### src/rtl/cache_pkg.sv
// Shared definitions for the L1 data cache: op codes, controller states,
// instruction field positions and counter width.
package cache_pkg;
    localparam int PROC_ID_HI = 31;
    localparam int PROC_ID_LO = 30;
    localparam int OP_HI      = 29;
    localparam int OP_LO      = 28;
    localparam int PID_HI     = 27;
    localparam int PID_LO     = 26;
    localparam int ADDR_W     = 26;
    localparam int PID_W      = PID_HI - PID_LO + 1;
    localparam int CNT_W      = 16;

    typedef enum logic [1:0] {
        OP_NOP   = 2'b00,
        OP_READ  = 2'b01,
        OP_WRITE = 2'b10,
        OP_RSVD  = 2'b11
    } op_e;

    typedef enum logic [2:0] {
        S_IDLE,
        S_LOOKUP,
        S_FILL,
        S_WRITE,
        S_RESP
    } state_e;
endpackage

### src/rtl/l1_tag_data_array.sv
// Valid/tag/data storage for the direct-mapped cache: one combinational read
// port, one write port taking either a whole line or byte-enabled bytes.
module l1_tag_data_array #(
    parameter int LINES  = 16,
    parameter int IDX_W  = 4,
    parameter int TAG_W  = 22,
    parameter int LINE_W = 32
) (
    input  logic                clk,
    input  logic                rst,
    input  logic [IDX_W-1:0]    rd_idx,
    output logic                rd_valid,
    output logic [TAG_W-1:0]    rd_tag,
    output logic [LINE_W-1:0]   rd_data,
    input  logic [IDX_W-1:0]    wr_idx,
    input  logic                line_we,
    input  logic [TAG_W-1:0]    wr_tag,
    input  logic [LINE_W-1:0]   wr_line,
    input  logic                byte_we,
    input  logic [LINE_W/8-1:0] wr_be,
    input  logic [7:0]          wr_byte
);
    localparam int NBYTES = LINE_W / 8;

    logic [LINES-1:0]  valid_q;
    logic [TAG_W-1:0]  tag_q  [LINES];
    logic [LINE_W-1:0] data_q [LINES];

    assign rd_valid = valid_q[rd_idx];
    assign rd_tag   = tag_q[rd_idx];
    assign rd_data  = data_q[rd_idx];

    // Only valid bits are cleared; tags and data are don't-care while invalid.
    always_ff @(posedge clk or negedge rst) begin
        if (!rst) begin
            valid_q <= '0;
        end else if (line_we) begin
            valid_q[wr_idx] <= 1'b1;
        end
    end

    always_ff @(posedge clk) begin
        if (line_we) begin
            tag_q[wr_idx]  <= wr_tag;
            data_q[wr_idx] <= wr_line;
        end else if (byte_we) begin
            for (int b = 0; b < NBYTES; b++) begin
                if (wr_be[b]) begin
                    data_q[wr_idx][8*b +: 8] <= wr_byte;
                end
            end
        end
    end
endmodule

### src/rtl/l1_cache_ctrl.sv
// Direct-mapped, write-through, no-write-allocate L1 data cache controller
// with a req/ack port to the next level and saturating hit/miss counters.
module l1_cache_ctrl
    import cache_pkg::*;
#(
    parameter int LINES      = 16,
    parameter int DATA_WIDTH = 8,
    parameter int ADDR_WIDTH = 32
) (
    input  logic                    plusclk,
    input  logic                    rst,
    input  logic [ADDR_WIDTH-1:0]   instruction,
    input  logic                    request,
    input  logic [DATA_WIDTH-1:0]   din,
    output logic                    cache_hit,
    output logic                    stall,
    output logic [DATA_WIDTH-1:0]   dout,
    output logic                    mem_req,
    output logic                    mem_we,
    output logic [ADDR_W-1:0]       mem_addr,
    output logic [DATA_WIDTH-1:0]   mem_wdata,
    output logic [3:0]              mem_be,
    input  logic [4*DATA_WIDTH-1:0] mem_rdata,
    input  logic                    mem_ack,
    output logic [CNT_W-1:0]        hit_cnt,
    output logic [CNT_W-1:0]        miss_cnt
);
    localparam int IDX_W = $clog2(LINES);
    localparam int TAG_W = PID_W + ADDR_W - 2 - IDX_W;

    function automatic logic [CNT_W-1:0] sat_inc(input logic [CNT_W-1:0] c);
        return (&c) ? c : c + CNT_W'(1);
    endfunction

    state_e                  state;
    op_e                     op_q;
    logic [PID_W-1:0]        pid_q;
    logic [ADDR_W-1:0]       vaddr_q;
    logic [DATA_WIDTH-1:0]   din_q;

    logic [1:0]              offset;
    logic [IDX_W-1:0]        index;
    logic [TAG_W-1:0]        tag;
    logic [3:0]              be_onehot;
    logic                    rd_valid;
    logic [TAG_W-1:0]        rd_tag;
    logic [4*DATA_WIDTH-1:0] rd_data;
    logic                    lookup_hit;
    logic                    line_we;
    logic                    byte_we;
    op_e                     new_op;
    logic                    unused_proc_id;

    assign unused_proc_id = ^instruction[PROC_ID_HI:PROC_ID_LO];
    assign new_op         = op_e'(instruction[OP_HI:OP_LO]);

    // pid is part of the tag so different processes never alias on a line.
    assign offset     = vaddr_q[1:0];
    assign index      = vaddr_q[2 +: IDX_W];
    assign tag        = {pid_q, vaddr_q[ADDR_W-1:2+IDX_W]};
    assign be_onehot  = 4'b0001 << offset;
    assign lookup_hit = rd_valid && (rd_tag == tag);
    assign line_we    = (state == S_FILL) && mem_ack;
    assign byte_we    = (state == S_LOOKUP) && (op_q == OP_WRITE) && lookup_hit;

    l1_tag_data_array #(
        .LINES  (LINES),
        .IDX_W  (IDX_W),
        .TAG_W  (TAG_W),
        .LINE_W (4*DATA_WIDTH)
    ) u_array (
        .clk      (plusclk),
        .rst      (rst),
        .rd_idx   (index),
        .rd_valid (rd_valid),
        .rd_tag   (rd_tag),
        .rd_data  (rd_data),
        .wr_idx   (index),
        .line_we  (line_we),
        .wr_tag   (tag),
        .wr_line  (mem_rdata),
        .byte_we  (byte_we),
        .wr_be    (be_onehot),
        .wr_byte  (din_q)
    );

    always_ff @(posedge plusclk or negedge rst) begin
        if (!rst) begin
            state     <= S_IDLE;
            op_q      <= OP_NOP;
            pid_q     <= '0;
            vaddr_q   <= '0;
            din_q     <= '0;
            cache_hit <= 1'b0;
            stall     <= 1'b0;
            dout      <= '0;
            mem_req   <= 1'b0;
            mem_we    <= 1'b0;
            mem_addr  <= '0;
            mem_wdata <= '0;
            mem_be    <= '0;
            hit_cnt   <= '0;
            miss_cnt  <= '0;
        end else begin
            cache_hit <= 1'b0;
            case (state)
                // Capture stage: instruction and write data are latched once.
                S_IDLE: begin
                    stall <= 1'b0;
                    if (request) begin
                        op_q    <= new_op;
                        pid_q   <= instruction[PID_HI:PID_LO];
                        vaddr_q <= instruction[ADDR_W-1:0];
                        din_q   <= din;
                        if (new_op == OP_READ || new_op == OP_WRITE) begin
                            state <= S_LOOKUP;
                            stall <= 1'b1;
                        end else begin
                            state     <= S_RESP;
                            cache_hit <= 1'b1;
                        end
                    end
                end
                // Lookup stage: tag compare, counters, and memory request setup.
                S_LOOKUP: begin
                    mem_addr  <= {pid_q, vaddr_q[ADDR_W-1:2]};
                    mem_wdata <= din_q;
                    mem_be    <= be_onehot;
                    if (op_q == OP_READ) begin
                        if (lookup_hit) begin
                            dout      <= rd_data[{offset, 3'b000} +: DATA_WIDTH];
                            hit_cnt   <= sat_inc(hit_cnt);
                            state     <= S_RESP;
                            cache_hit <= 1'b1;
                            stall     <= 1'b0;
                        end else begin
                            miss_cnt <= sat_inc(miss_cnt);
                            mem_req  <= 1'b1;
                            mem_we   <= 1'b0;
                            state    <= S_FILL;
                        end
                    end else begin
                        if (lookup_hit) begin
                            hit_cnt <= sat_inc(hit_cnt);
                        end else begin
                            miss_cnt <= sat_inc(miss_cnt);
                        end
                        mem_req <= 1'b1;
                        mem_we  <= 1'b1;
                        state   <= S_WRITE;
                    end
                end
                // Memory stage: wait for the next level to acknowledge.
                S_FILL: begin
                    if (mem_ack) begin
                        dout      <= mem_rdata[{offset, 3'b000} +: DATA_WIDTH];
                        mem_req   <= 1'b0;
                        state     <= S_RESP;
                        cache_hit <= 1'b1;
                        stall     <= 1'b0;
                    end
                end
                S_WRITE: begin
                    if (mem_ack) begin
                        mem_req   <= 1'b0;
                        state     <= S_RESP;
                        cache_hit <= 1'b1;
                        stall     <= 1'b0;
                    end
                end
                // Response stage: single-cycle completion pulse.
                S_RESP: begin
                    stall <= 1'b0;
                    state <= S_IDLE;
                end
                default: begin
                    state <= S_IDLE;
                end
            endcase
        end
    end
endmodule

### config.mk
export PLATFORM = sky130hd
export DESIGN_NAME = l1_cache_ctrl
export DESIGN_NICKNAME = d
export VERILOG_FILES = /design/src/rtl/cache_pkg.sv /design/src/rtl/l1_tag_data_array.sv /design/src/rtl/l1_cache_ctrl.sv
export SDC_FILE = /design/constraint.sdc
export NUM_CORES = 1
export LEC_CHECK = 0
export ABC_CLOCK_PERIOD_IN_PS = 7600
export CORE_UTILIZATION = 43
export DETAILED_ROUTE_END_ITERATION = 6
export SETUP_SLACK_MARGIN = 0.2
export SKIP_LAST_GASP = 1
export SYNTH_ARGS = -nofsm -noshare
export SYNTH_HDL_FRONTEND = slang
export SYNTH_SLANG_ARGS = --single-unit
### constraint.sdc
create_clock -name plusclk -period 7.6 [get_ports plusclk]
set_input_delay 1.14 -clock plusclk [delete_from_list [all_inputs] [get_ports plusclk]]
set_output_delay 1.14 -clock plusclk [all_outputs]
set_load 0.1 [all_outputs]
==> flow_summary.json <==
{
  "timing_worst_setup_path_type": "flop to flop",
  "synth.yosys.warnings": 0,
  "slack_of_the_worst_reg_to_reg_path_ns": 1.73,
  "die_width_um": 307.3,
  "drc": 0,
  "cts_resized": 0,
  "drt_pass1_iterations": 5,
  "yosys.area.top_type": "sky130_fd_sc_hd__edfxtp_1",
  "area_growth_syn_to_layout_pct": 16.13,
  "cts_inserted_buffers": 103,
  "min_path_type": "input port to asynchronous set/reset pin",
  "antenna_found_initial": 1,
  "multiInputGateArea_um2": 10210,
  "design.die.area_um2": 94450,
  "worst_ir_drop_vdd_mv": 0.2532,
  "critical_path.max_stage_delay_ns": 1.15,
  "clock_skew_ns": 0.03344,
  "worst_slew_pin_slew_ns": 1.308,
  "number_of_cells_after_detailed_placement": 3389,
  "cp_max_fo": 48,
  "num_vias": 20324,
  "finalSetupTns_ns": 0,
  "timing.final.setup_violations": 0,
  "rsz0062_at_grt": "no",
  "ys_types": 61,
  "cap_violations": 0,
  "post_cts_hold_buffer_count": 0,
  "clk-insertion-delay-late_ns": 0.69,
  "floorplan.io_pins": 158,
  "post_dp_cell_area_um2": 43030,
  "most_used_dff_post_synth": "sky130_fd_sc_hd__edfxtp_1",
  "timing.final.hold_violations": 0,
  "synthesis.area_um2": 40090,
  "synth_seq_cells": 1003,
  "drt_first_iter_violations": 1959,
  "final_nets": 2329,
  "finish.cell_count_without_fillers": 3585,
  "worst_setup_path_start_kind": "flop",
  "mappedNetlistNets": 2145,
  "syn_area_per_cell_um2": 19.39,
  "numPortBuffers": 155,
  "yosysSeqAreaShare_pct": 73.40,
  "clock_tree.root_cell": "sky130_fd_sc_hd__clkbuf_16",
  "min_hold_slack_ns": 0.4478,
  "power-per-cell-area_nw_per_um2": 394.3,
  "drt_wl_total_mm": 97.09,
  "outcome": "finished, final reports clean",
  "slowest_stage": "sky130_fd_sc_hd__a21oi_1",
  "effective_utilization_at_floorplan_pct": 43.60,
  "clock.fmax_ghz": 0.1702,
  "cts_setup_buffers": 0,
  "clock_sinks": 1003,
  "synth.cells.most_frequent": "864 x sky130_fd_sc_hd__edfxtp_1, 229 x sky130_fd_sc_hd__mux4_2, 149 x sky130_fd_sc_hd__nand2_1",
  "final_layout_size_suffix_gt1_share_pct": 23.71,
  "period_share_pct": 77.30,
  "sequential_cell_area_um2": 29440,
  "syn-instance-count": 2067,
  "gpl.final_weighted_congestion": 0.8217,
  "avgRoutedWirePerCell_um": 27.08,
  "core_area_um2": 91940,
  "netSwitchingPower_mw": 6.354,
  "total_power_mw": 18.35,
  "synth_enable_flop_cells": 864,
  "fill_cells": 7433,
  "synth_most_common_cell": "sky130_fd_sc_hd__edfxtp_1",
  "synthTopCellsByArea": "sky130_fd_sc_hd__edfxtp_1 65%, sky130_fd_sc_hd__mux4_2 13%, sky130_fd_sc_hd__dfrtp_1 8.7%",
  "post-route-worst-setup-slack_ns": 1.726,
  "crit_path_cell_trace": "buf_4 -> mux4_2 -> mux2i_1 -> xnor2_1 -> nor4_1 -> o2111ai_1 -> nor3_4 -> nand4b_4 -> a21oi_1",
  "timing.slew.headroom_pct": 12.78,
  "place_ws_ns": 1.765,
  "period_needed_ns": 5.874,
  "required_ns": 7.88,
  "ys_async_sr_fraction_pct": 13.86,
  "htreeDepth": 3,
  "switching_share_pct": 34.62,
  "post_drt_via_cell_ratio": 5.669,
  "vias_in_the_first_global_route": 20894,
  "ant_nets": 0,
  "grt_pass1_wl_mm": 143.7,
  "leakage_nw": 15.63,
  "seqPwrFrac_pct": 40.9,
  "share_comb_of_total_power_pct": 30.6,
  "hpwlAfterDp_mm": 60.20,
  "clk_pin_slew_ns": 0.06,
  "layout.core_utilization_pct": 50.63,
  "grt_max_degree": 78,
  "cts_tree": "done",
  "grt_overflow": 0,
  "clockBufferDepth": 3,
  "internal-power_mw": 12.00,
  "clock_power_share_pct": 28.5,
  "reg2regPathDepth": 9,
  "end_kind": "flop",
  "final_cell_area_um2": 46550,
  "fp.dieH_um": 307.3,
  "groute.usage.overall_pct": 20.93,
  "num_rows": 111,
  "slew_violations": 0,
  "synthDominantCellAreaShare_pct": 64.72,
  "cp_data_arrival_time_ns": 6.15
}
==> cells by family after synthesis <==
family / after synthesis / share of synthesized area, %
mux: 405 / 17.56
xor+xnor: 55 / 1.202
simple gates: 369 / 4.345
fa+ha+maj: 2 / 0.06241
compound gates: 120 / 1.963
flops: 1003 / 73.40
buf+inv: 113 / 1.473
==> power by group through the flow <==
stage	registers (mW)	clock network [mW]	logic, mW
after floorplan	8.08	0	3.35
after global placement	7.59	0	5.62
after detailed placement	7.64	0	5.65
after CTS	7.53	5.31	5.67
after global routing	7.59	5.52	5.95
final	7.51	5.22	5.62
==> registers in the layout, summed over array words and instances (netlist names), 16 cells and up <==
name	cells
mem_addr	26
miss_cnt	16
u_array.tag_q	352
hit_cnt	16
vaddr_q	26
u_array.valid_q	16
u_array.data_q	512
==> per-layer routing <==
layer	share of wire, %	GRT usage [%]	vias to the layer above
met5	0	0	-
met4	2.0	5.507	0
met3	6.2	3.634	138
met2	48	32.95	656
met1	44	30.27	10843
li1	-	-	8687
==> critical path, delay by kind of cell, from the launching register on <==
family | cells | cell delay [ns]
buf+inv | 1 | 0.38
simple gates | 3 | 1.72
mux | 2 | 0.71
flops | 1 | 1.00
xor+xnor | 1 | 0.12
compound gates | 2 | 1.45
==> final timing paths <==
path / endpoint / start
worst min-delay path: mem_addr[24] / rst
worst max-delay path: u_array.data_q[12][11] / vaddr_q[3]
worst min register to register: u_array.valid_q[5] / u_array.valid_q[5]
max in group asynchronous: vaddr_q[2] / rst
min in group plusclk: u_array.valid_q[5] / u_array.valid_q[5]
worst max register to register: u_array.data_q[12][11] / vaddr_q[3]
==> layout make-up <==
cell class                      count  area share [%]
Inverter                            5         0.04032
Multi-Input combinational cell    951           21.93
Tap cell                         1243           3.341
Sequential cell                  1003           63.24
Antenna cell                        1        0.005375
Clock buffer                      132           6.074
Clock inverter                     63           1.494
Timing Repair Buffer              187           3.878
==> layout by cell type, fill, tap and decap left out, drive strengths merged, types with 3 or more instances in the layout <==
cell type      synthesis  layout
clkdlybuf4s50          0     154
xnor2                 30      30
nor2                  82      82
nor3                  10      10
dfrtp                139     139
a31oi                  4       4
o22ai                 16      16
a221oi                 5       5
and2                   5       5
xor2                  25      25
nor3b                  6       6
nor2b                 11      11
a221o                  6       6
and3                  18      18
clkinv                 0      42
or2                   18      18
nor4                  10      10
mux2                  89      89
a21oi                 27      27
o21ai                 30      30
clkbuf                35     132
a22oi                 16      16
bufinv                 0      13
nand2                151     151
nand3                 32      32
nand4                 10      10
o2111ai                3       3
clkinvlp               0       5
nand2b                 8       8
edfxtp               864     864
buf                   73      33
inv                    5       8
mux4                 229     229
mux2i                 87      87
No activity file was read; power rests on OpenSTA's default activity.
